**src/rtl/loader_pkg.sv**
```systemverilog
// ============================================================================
// Module      : loader_pkg
// Description : Shared types and constants for the byte-stream program loader.
// Revision    : 1.0
// ============================================================================
`default_nettype none

package loader_pkg;

    localparam int LEN_W = 16;
    localparam logic [2:0] FUNCT3_WORD = 3'b010;

    typedef enum logic [2:0] {
        IDLE   = 3'd0,
        LEN_LO = 3'd1,
        LEN_HI = 3'd2,
        DATA   = 3'd3,
        WRITE  = 3'd4,
        DONE   = 3'd5,
        ERROR  = 3'd6
    } state_t;

endpackage

`default_nettype wire

```
**src/rtl/loader_timeout.sv**
```systemverilog
// ============================================================================
// Module      : loader_timeout
// Description : Idle-gap counter; expired is high once LIMIT idle cycles elapse.
// Revision    : 1.0
// ============================================================================
`default_nettype none

module loader_timeout #(
    parameter int unsigned LIMIT = 1_000_000
) (
    input  logic clk,
    input  logic rst_n,
    input  logic clear,
    input  logic enable,
    output logic expired
);

    localparam int CNT_W = $clog2(LIMIT + 1);

    logic [CNT_W-1:0] count;

    assign expired = (count == CNT_W'(LIMIT));

    // Saturates at LIMIT so a late clear still sees a consistent value.
    always_ff @(posedge clk or negedge rst_n) begin
        if (!rst_n) begin
            count <= '0;
        end else if (clear) begin
            count <= '0;
        end else if (enable && !expired) begin
            count <= count + 1'b1;
        end
    end

endmodule

`default_nettype wire

```
**src/rtl/program_loader.sv**
```systemverilog
// ============================================================================
// Module      : program_loader
// Description : Receives a length-prefixed little-endian byte stream and writes
//               it as 32-bit words to memory while holding the CPU.
// Revision    : 1.0
// ============================================================================
`default_nettype none

module program_loader
    import loader_pkg::*;
#(
    parameter logic [31:0] BASE_ADDRESS   = 32'h0000_0000,
    parameter int unsigned MAX_WORDS      = 2048,
    parameter int unsigned TIMEOUT_CYCLES = 1_000_000
) (
    input  logic        clk,
    input  logic        rst_n,
    input  logic        load_start,
    input  logic        byte_valid,
    input  logic [7:0]  byte_data,
    output logic        byte_ready,
    output logic        memory_write_en,
    output logic [31:0] memory_write_address,
    output logic [31:0] memory_write,
    output logic [2:0]  memory_funct3,
    output logic        cpu_hold,
    output logic        load_done,
    output logic        load_error
);

    state_t             state;
    state_t             state_nx;
    logic [7:0]         len_lo;
    logic [LEN_W-1:0]   len_full;
    logic [LEN_W-1:0]   word_count;
    logic [LEN_W-1:0]   word_idx;
    logic [1:0]         byte_idx;
    logic [23:0]        word_buf;
    logic               xfer;
    logic               start_ok;
    logic               expired;

    assign byte_ready    = (state == LEN_LO) || (state == LEN_HI) || (state == DATA);
    assign xfer          = byte_valid && byte_ready;
    assign start_ok      = load_start && ((state == IDLE) || (state == DONE) || (state == ERROR));
    assign len_full      = {byte_data, len_lo};

    assign memory_write_en = (state == WRITE);
    assign memory_funct3   = FUNCT3_WORD;
    assign cpu_hold        = (state != DONE);
    assign load_done       = (state == DONE);
    assign load_error      = (state == ERROR);

    loader_timeout #(
        .LIMIT   (TIMEOUT_CYCLES)
    ) u_timeout (
        .clk     (clk),
        .rst_n   (rst_n),
        .clear   (xfer || start_ok),
        .enable  (byte_ready && !xfer),
        .expired (expired)
    );

    always_ff @(posedge clk or negedge rst_n) begin
        if (!rst_n) begin
            state <= IDLE;
        end else begin
            state <= state_nx;
        end
    end

    // An accepted byte always takes priority over an expiring timeout.
    always_comb begin
        state_nx = state;
        case (state)
            IDLE, DONE, ERROR: if (load_start) state_nx = LEN_LO;
            LEN_LO: begin
                if (xfer)         state_nx = LEN_HI;
                else if (expired) state_nx = ERROR;
            end
            LEN_HI: begin
                if (xfer) begin
                    if (len_full == '0)                state_nx = DONE;
                    else if (32'(len_full) > MAX_WORDS) state_nx = ERROR;
                    else                                state_nx = DATA;
                end else if (expired) begin
                    state_nx = ERROR;
                end
            end
            DATA: begin
                if (xfer && (byte_idx == 2'd3)) state_nx = WRITE;
                else if (!xfer && expired)      state_nx = ERROR;
            end
            WRITE: begin
                if ((word_idx + 1'b1) == word_count) state_nx = DONE;
                else                                 state_nx = DATA;
            end
            default: state_nx = IDLE;
        endcase
    end

    // The fourth byte goes straight into the output word, so only three are buffered.
    always_ff @(posedge clk or negedge rst_n) begin
        if (!rst_n) begin
            len_lo               <= '0;
            word_count           <= '0;
            word_idx             <= '0;
            byte_idx             <= '0;
            word_buf             <= '0;
            memory_write_address <= '0;
            memory_write         <= '0;
        end else begin
            if (start_ok) begin
                word_idx <= '0;
                byte_idx <= '0;
            end
            if ((state == LEN_LO) && xfer) len_lo <= byte_data;
            if ((state == LEN_HI) && xfer) word_count <= len_full;
            if ((state == DATA) && xfer) begin
                byte_idx <= byte_idx + 1'b1;
                case (byte_idx)
                    2'd0: word_buf[7:0]   <= byte_data;
                    2'd1: word_buf[15:8]  <= byte_data;
                    2'd2: word_buf[23:16] <= byte_data;
                    default: begin
                        memory_write         <= {byte_data, word_buf};
                        memory_write_address <= BASE_ADDRESS + (32'(word_idx) << 2);
                    end
                endcase
            end
            if (state == WRITE) word_idx <= word_idx + 1'b1;
        end
    end

endmodule

`default_nettype wire

```
**config.mk**
```make
export PLATFORM = sky130hd
export DESIGN_NAME = program_loader
export DESIGN_NICKNAME = d
export VERILOG_FILES = /design/src/rtl/loader_pkg.sv /design/src/rtl/loader_timeout.sv /design/src/rtl/program_loader.sv
export SDC_FILE = /design/constraint.sdc
export NUM_CORES = 1
export LEC_CHECK = 0
export CORE_MARGIN = 3
export CORE_UTILIZATION = 56
export CTS_CLUSTER_SIZE = 14
export DETAILED_ROUTE_END_ITERATION = 10
export GPL_ROUTABILITY_DRIVEN = 1
export PLACE_DENSITY = 0.81
export SYNTH_ARGS = -nofsm -noshare
export SYNTH_HDL_FRONTEND = slang
export SYNTH_SLANG_ARGS = --single-unit
```
**constraint.sdc**
```tcl
create_clock -name clk -period 2.4 [get_ports clk]
set_input_delay 0.36 -clock clk [delete_from_list [all_inputs] [get_ports clk]]
set_output_delay 0.36 -clock clk [all_outputs]
set_load 0.02 [all_outputs]
```
# Word-level counts from Yosys, hierarchy flattened
# Cells that the tools add are included.
# op_classes
bitwise	1
n_eq_ne	14
order_cmp	1
n_addsub	3
muxes	16
n_reduce_logical	29
# op_table
op	n
two-way mux 20 bit	2
two-way mux 16 bit	2
two-way mux 3 bit	9
adder 20 x 1 -> 20 bit, second input constant	1
== test 20 bit, second input constant	1
adder 16 x 1 -> 16 bit, second input constant	1
== test 16 bit	1
greater-than comparator 16 x 12 -> 1 bit, second input constant	1
zero test 16 bit	1
case mux 3 bit (5 select lines)	1
AND reduction 2 bit	5
== test 3 bit, second input constant	3
logical AND 1 bit	9
== test 3 x 2 -> 1 bit, second input constant	2
nonzero test 2 bit	3
OR reduction 3 bit	2
logical OR 1 bit	5
== test 2 bit, second input constant	2
two-way mux 2 bit	2
== test 3 x 1 -> 1 bit, second input constant	1
zero test 3 bit	1
inequality test 3 x 1 -> 1 bit, second input constant	1
inequality test 3 bit, second input constant	1
adder 2 x 1 -> 2 bit, second input constant	1
other kinds (5)	6
# word_totals
inputBits	12
output_inout_bits	72
elab_cells	75
regBits	137

# Depth between registers and ports, before layout
# Gate-level depths: netlist of run 1.
# logic_depth
depth_word	9
ltp_mapped	8

# Hierarchy
# Synthesis of run 1 repeated with hierarchy kept, for this count alone.
# unflattened
hier_cells	598
hier_area_um2	6749.0
# modules_own_cells
mod	area_per_inst_um2	cells_each	seq_area_each_um2	instances
program_loader	5555.3	472	2927.8	1
loader_timeout	1193.6	126	500.5	1

# Worst setup path before layout of run 1
# OpenSTA, ideal clock, no wires.
# synth_timing
path_type	reg-to-reg
start	register word_idx[1]
end	register state[1]
period_less_slack_ps	2185
setup_ps	138
stages_incl_launch_ff	9
slack_ps	215
required_time_ps	2262
t_arrival_ps	2047
path_cell_list	dfrtp_1 ha_1 buf_2 nand4_1 nor4b_1 xnor2_1 nand3_2 nor4_4 o211ai_1
# synth_via
elab_chain_len	4
# synth_rtl
item	line_no	rtl
start, declared	program_loader.sv:36	logic [LEN_W-1:0] word_idx;
start signal, assigned	program_loader.sv:131	if (state == WRITE) word_idx <= word_idx + 1'b1;
adder 16 x 1 -> 16 bit	program_loader.sv:95	if ((word_idx + 1'b1) == word_count) state_nx = DONE;
== test 16 bit	program_loader.sv:95	
two-way mux 3 bit	program_loader.sv:95	
case mux 3 bit (5 select lines)	program_loader.sv:75	case (state)
end signal, assigned	program_loader.sv:68	state <= state_nx;
end, declared	program_loader.sv:31	state_t state;
# No other way between the ends.
# A chain may end at the register's enable or synchronous reset.

# Final worst setup path of run 1
# layout_timing
start	register state[0]
end	output load_error
# layout_via
elab_chain_len	1
# layout_rtl
item	line_no	rtl
== test 3 bit	program_loader.sv:52	assign load_error = (state == ERROR);
end, declared	program_loader.sv:28	output logic load_error
# No other way between the ends.

==> summary.txt, run 1 <==
Routing
  • DR pass1 iterations: 5
  • Via count: 4,910
  • Final wirelength: roughly 15,000 um
  • Remaining DRCs: 0
  • Initial detailed-routing violation count: about 360
  • Antenna Nets Post-Route: 0
  • Wire length per cell: between 15 and 20 um
  • Vias per cell: a little under 6

Worst setup path
  • Cell family with most CP delay: buffers and inverters
  • Register-to-Register Path Depth: 6
  • CP startpoint kind: flip-flop
  • Buffers & Inverters on Critical Path: 3
  • WP data required: a little over 2000 ps
  • R2R Setup Slk: about 170 ps
  • Slowest CP cell: clkdlybuf4s50_1
  • Critical path endpoint category: primary output
  • Critical path type: reg2out
  • Crit Path Max Fanout: 11
  • Arr. time, crit path: ~1900 ps
  • Max stage delay on crit path: between 600 and 700 ps
  • Crit Reg-Reg Startpoint: u_timeout.count[13]
  • RR Endpoint: state[1]
  • Worst path cell trace: buf_4 -> inv_1 -> and3_1 -> clkdlybuf4s50_1

Synthesis
  • Asr flop ratio synth: 100%
  • Synth Area in XOR/XNOR: about 5.1%
  • Synth Area in Compound Gates: under 10%
  • Yosys reg bits: approximately 140
  • Yosys warns: 0
  • Post-synthesis sequential area ratio: about half
  • Simple-gate share of the synthesized area: 14.4%
  • Post-Syn Area: 6640 um^2
  • Post-synth cell types: 60
  • Adder-cell share of the synthesized area: under 10%
  • Synth Flop Type: dfrtp_1
  • Largest family of logic cells by synthesized area: multiplexers
  • Syn_area_per_cell: 11.4 um^2
  • Cells after Synth: just under 600
  • Number of flops mapped to enable cells by yosys: 0
  • Proportion of synthesized area in mux cells: 15.9%

Flow run
  • Max-cap viol count: 0

Clocking
  • H-tree depth: 4
  • Clk sinks: ~140
  • Clock Latency Late Sink: between 400 and 500 ps
  • Root buf cell: clkbuf_16
  • Clock transition at path regs: roughly 60 ps
  • TritonCTS clock tree: yes
  • Clock Path Buffers: 2
  • TritonCTS Buffers: 17

STA
  • Unrepaired setup endpoints after global routing: false
  • Setup-failing EPs final: 0
  • Slew @ Worst Pin: a little under 600 ps
  • Post-Route Skew: 6.79 ps
  • Tmin final: around 2300 ps
  • Crit share post-route: 95.5%
  • Final hold vios: 0
  • FMAX: about 0.44 GHz
  • Max-slew headroom: roughly three fifths
  • Max Slew Vio Count: 0

Placed design
  • Port Buffers: 64
  • DP Wirelength: around 11,000 um
  • Placed cell area: approximately 7600 um^2
  • Final Wtd Congestion: about 0.87

GRT
  • Gr ovfl total: 0
  • Largest net degree at the start of global routing: 74
  • Initial antenna violation count: 0
  • Vias in the first global route: between 5,000 and 6,000
  • GRT Resource Usage Total: 24.6%
  • First-pass GRT wire length: 25,200 um

Power
  • Overall Power: about 9.2 mW
  • Max VDD drop: around 780 uV
  • Static leakage: 3.77 nW
  • Cell Pwr Density: 1120 nW/um^2

Cells and area
  • Area occupied by multi-input gates: a little under 3000 um^2
  • Antenna fix cells: 0
  • Storage cell area: 3430 um^2
  • Post-route cell area: just over 8000 um^2
  • Most common cell after layout, fill and taps aside: dfrtp_1
  • Area Growth Syn to Fin: 24.4%
  • Fillers: roughly 800
  • Share of post-route cells with drive strength above 1: 26.7%
  • Most frequent cells in the layout: dfrtp_1 (137), mux2_2 (93), clkdlybuf4s50_1 (61), nand2_1 (50), buf_4 (39)
  • Final nets: approximately 700
  • Final core occ: a little under three quarters

Run status
  • Status: finished clean

Floorplan
  • Num rows: 39
  • Vert. Die Dim: around 110 um
  • Die ar.: 13,200 um^2
  • # IOs: 84
  • Starting Density: 57.6%
  • Die Wd: 115 um
  • Core Area: about 12,000 um^2

Hold path
  • Type of the tightest min-delay check: in2async
[how the worst max path moves through the flow]
stage	from	end	slack, ps	depth (start not counted)
after global routing	u_timeout.count[0]	state[1]	0.2	7
after detailed placement	byte_data[6]	state[2]	-30	6
final	state[0]	load_error	110	4
after floorplan	word_idx[1]	state[1]	210	8
after CTS	state[1]	load_done	20	5
after global placement	byte_data[6]	state[2]	-40	6
[through the flow]
stage / setup WS (ps) / std cells / hold WS [ps] / setup TNS [ps]
after floorplan: 215 / 601 / 64.4 / 0
after global placement: -37.0 / 806 / 285 / -37.0
after detailed placement: -29.0 / 806 / 289 / -29.0
after CTS: 16.6 / 838 / 412 / 0
after global routing: 0.203 / 839 / 438 / 0
final: 109 / 839 / 416 / 0
[area by class of cell]
cell class	count	share of cell area, %
clock inverter	13	2.32
tap	143	2.17
timing repair buffer	106	11.9
multi-input combinational	408	36.1
sequential	137	41.5
inverter	14	0.636
clock buffer	18	5.32
[layer usage]
metal / vias up / wire [um] / global-route usage (%)
li1: 2232 / - / -
met1: 2432 / 6350 / 29.8
met2: 209 / 7430 / 40.0
met3: 37 / 1070 / 6.95
met4: 0 / 508 / 12.8
met5: - / 0 / 0
[kinds of logic (layout without fill, tap and decap cells)]
group           after synthesis  in the layout
mux                          94             94
other cells                   2             19
compound gates               73             73
fa+ha+maj                     7              7
buf+inv                      56            151
xor+xnor                     39             39
simple gates                176            176
flops                       137            137
[Yosys cell counts, drive strengths merged (3+ instances only)]
library cell	count	area share [%]
a31oi	4	0.38
nor3	21	1.7
clkbuf	8	0.47
nor4	9	1.3
buf	34	3.2
xnor2	23	3.0
nand2	51	2.9
ha	7	1.3
o31ai	6	0.68
mux2	93	16
and3	8	0.77
or4	3	0.40
nor2	39	2.2
xor2	16	2.1
a21oi	9	0.68
dfrtp	137	52
and2	3	0.28
nor4b	4	0.72
nand4	10	0.94
inv	14	0.79
nand3	14	1.3
o21ai	34	2.6
[registers in the layout (all words and copies together) (netlist names)]
signal                cells
byte_idx                  2
len_lo                    8
memory_write             32
memory_write_address     16
state                     3
u_timeout.count          20
word_buf                 24
word_count               16
word_idx                 16
[worst reg2reg max path: cells and delay by family, from the launching register on]
family	cells	cell delay [ps]
simple gates	4	1190
compound gates	2	540
flops	1	430
[repair_timing]
action / 4_1_cts / 5_1_grt
hold buffers: 1 / 0
endpoints found under the setup margin: 1 / 21
gates resized for setup: 1 / 2
hold endpoints to repair: 37 / 0
buffers inserted: 0 / 1
pin swaps: 0 / 1
[where the power goes]
part	internal (mW)	total (mW)	switching [mW]
sequential	3.00	3.47	0.471
clock	1.77	2.77	1.00
combinational	1.49	2.98	1.49
Note: power is estimated with default switching activity, not from simulation.
==> inputs of run 2 (changes only) <==
--- a/config.mk
+++ b/config.mk
@@ -5,12 +5,14 @@
 export SDC_FILE = /design/constraint.sdc
 export NUM_CORES = 1
 export LEC_CHECK = 0
+export CAP_MARGIN = 15
 export CORE_MARGIN = 3
 export CORE_UTILIZATION = 56
 export CTS_CLUSTER_SIZE = 14
 export DETAILED_ROUTE_END_ITERATION = 10
 export GPL_ROUTABILITY_DRIVEN = 1
 export PLACE_DENSITY = 0.81
+export SLEW_MARGIN = 20
 export SYNTH_ARGS = -nofsm -noshare
 export SYNTH_HDL_FRONTEND = slang
 export SYNTH_SLANG_ARGS = --single-unit
==> results of run 2 <==
The final DEF is identical to that of run 1; final timing and power are the same.
==> inputs of run 3 (changes only) <==
--- a/config.mk
+++ b/config.mk
@@ -6,12 +6,14 @@
 export NUM_CORES = 1
 export LEC_CHECK = 0
 export CAP_MARGIN = 15
+export CORE_ASPECT_RATIO = 1.2
 export CORE_MARGIN = 3
 export CORE_UTILIZATION = 56
 export CTS_CLUSTER_SIZE = 14
 export DETAILED_ROUTE_END_ITERATION = 10
 export GPL_ROUTABILITY_DRIVEN = 1
 export PLACE_DENSITY = 0.81
+export SKIP_CTS_REPAIR_TIMING = 1
 export SLEW_MARGIN = 20
 export SYNTH_ARGS = -nofsm -noshare
 export SYNTH_HDL_FRONTEND = slang
==> run 3 against run 2 <==
Compared with the run above: utilization increased by 1.3 points; largest cell class unchanged; critical path type unchanged; clock power decreased by 5%; largest power group unchanged; setup slack improved by 55 ps.
==> summary.txt, run 3 (same netlist as run 1, synthesis figures left out) <==
Placed design
  • DP Wirelength: 10,300 um (-2.3%)
  • Place WS: -27.5 ps (+1.53 ps)
  • Final Wtd Congestion: 0.952 (+9.4%)
  • Port Buffers: 64 (unchanged)
  • Placed cell area: 7600 um^2 (about the same)

Power
  • Cell Pwr Density: 1100 nW/um^2 (-1.5%)
  • Static leakage: 3.74 nW (-0.85%)
  • Max VDD drop: 852 uV (+8.7%)

GRT
  • Vias in the first global route: 5,138 (+1.3%)
  • First-pass GRT wire length: 25,200 um (+0.17%)
  • Largest net degree at the start of global routing: 75 (+1.4%)
  • Gr ovfl total: 0 (unchanged)
  • GRT Resource Usage Total: 23.7% (-0.82 points)
  • Initial antenna violation count: 0 (unchanged)

Routing
  • Final wirelength: 15,200 um (-0.98%)
  • Initial detailed-routing violation count: 321 (-11%)
  • Antenna Nets Post-Route: 0 (unchanged)
  • Remaining DRCs: 0 (unchanged)
  • DR pass1 iterations: 6 (+1)
  • Wire length per cell: 17.9 um (-2.0%)
  • Vias per cell: 5.76 (-1.6%)
  • Via count: 4,882 (-0.57%)

Clocking
  • Clock Path Buffers: 2 (unchanged)
  • Clock transition at path regs: 60 ps (about the same)
  • H-tree depth: 4 (unchanged)
  • TritonCTS Buffers: 17 (unchanged)
  • Root buf cell: clkbuf_16
  • TritonCTS clock tree: yes
  • Clock Latency Late Sink: 410 ps (about the same)
  • Clk sinks: 137 (unchanged)

STA
  • FMAX: 0.447 GHz (+2.5%)
  • Crit share post-route: 93.2% (-2.3 points)
  • Post-Route Skew: 8.72 ps (+1.93 ps)
  • Final hold slack: 480 ps (+64.6 ps)
  • Slew @ Worst Pin: 686 ps (+92.9 ps)
  • Final hold vios: 0 (unchanged)
  • Setup-failing EPs final: 0 (unchanged)
  • Max Slew Vio Count: 0 (unchanged)
  • Tmin final: 2240 ps (-55.2 ps)
  • Unrepaired setup endpoints after global routing: false
  • Setup WS post-layout: 164 ps (+55.2 ps)
  • Max-slew headroom: 54.3% (-5.2 points)

Cells and area
  • Area Growth Syn to Fin: 24.3% (about the same)
  • Final nets: 701 (-0.28%)
  • Share of post-route cells with drive strength above 1: 27.2% (+0.51 points)
  • Leading registers by flop count: memory_write: 32 flops, word_buf: 24 flops, u_timeout.count: 20 flops
  • Most frequent cells in the layout: dfrtp_1 (136), mux2_2 (93), clkdlybuf4s50_1 (62), nand2_1 (50), nor2_1 (38)
  • Max FFs per register: 32 (unchanged)
  • Most common cell after layout, fill and taps aside: dfrtp_1
  • Post-route cell area: 8250 um^2 (about the same)
  • Final core occ: 73.0% (+1.3 points)
  • Most flops, register: memory_write
  • Fillers: 733 (-5.9%)
  • Antenna fix cells: 0 (unchanged)

Floorplan
  • Num rows: 42 (+7.7%)
  • Core Area: 11,300 um^2 (-1.9%)
  • # IOs: 84 (unchanged)
  • Die Wd: 105 um (-8.3%)
  • Vert. Die Dim: 125 um (+9.0%)
  • Die ar.: 13,200 um^2 (about the same)
  • Starting Density: 58.8% (+1.1 points)

Worst setup path
  • Crit Reg-Reg Startpoint: word_idx[2]
  • CP startpoint kind: flip-flop
  • Crit Path Max Fanout: 12 (+1)
  • Critical path endpoint category: primary output
  • Worst Setup SP: state[1]
  • Register-to-Register Path Depth: 7 (+1)
  • Critical path type: reg2out
  • WP data required: 2040 ps (about the same)
  • Arr. time, crit path: 1880 ps (-50 ps)

Hold path
  • Hold Path Cell Cnt: 2
  • Type of the tightest min-delay check: reg2reg
  • Hold Path Origin: memory_write_address[13]

Run status
  • Status: finished clean

Flow run
  • Max-cap viol count: 0 (unchanged)
-- run 3: cell types whose count changed in the layout (fill, tap and decap cells not counted), sizes merged --
| cell | change |
|---|---|
| buf | -2 |
| bufinv | -1 |
| clkbuf | -1 |
| clkdlybuf4s50 | +1 |
| clkinv | +2 |
| clkinvlp | +1 |
| dlygate4sd2 | -1 |
| inv | -1 |
-- run 3: metrics by stage --
stage / std cells / setup TNS, ps / total power [mW]
global route: 848 / 0 / 9.52
CTS: 846 / -51.4 / 9.11
detailed placement: 815 / -27.5 / 6.41
finish: 848 / 0 / 9.08
global placement: 815 / 0 / 6.23
floorplan: 601 / 0 / 5.28
-- run 3: final cells by class --
type / count / area [um^2] / share of cell area (%)
Clock buffer: 17 / 425 / 5.16
Tap cell: 154 / 193 / 2.34
Inverter: 14 / 52.6 / 0.637
Sequential cell: 137 / 3430 / 41.6
Clock inverter: 14 / 174 / 2.11
Multi-Input combinational cell: 408 / 3000 / 36.4
Timing Repair Buffer: 104 / 972 / 11.8
-- run 3: worst paths after layout --
kind,endpoint,slack (ps)
max,load_done,160
min in group asynchronous,memory_write_address[10],540
min,memory_write_address[13],480
max reg2reg,state[1],180
min reg2reg,memory_write_address[13],480
max in group asynchronous,state[1],1150
-- run 3: power by group --
part | total, mW | internal (mW) | switching, mW
sequential | 3.53 | 3.00 | 0.524
combinational | 2.91 | 1.49 | 1.43
clock | 2.63 | 1.63 | 1.00
total | 9.08 | 6.13 | 2.95
-- run 3: worst max-delay path: stages, from the launching register on --
cell             delay [ps]
dfrtp_2                 490
inv_1                   180
nand3_1                 120
inv_1                    70
clkdlybuf4s50_1         610
-- run 3: metal layers --
layer	global-route usage, %	vias up	share of wire [%]
li1	-	2218	-
met1	28.5	2440	40
met2	40.8	184	52
met3	6.29	40	5.2
met4	9.11	0	2.5
met5	0	-	0
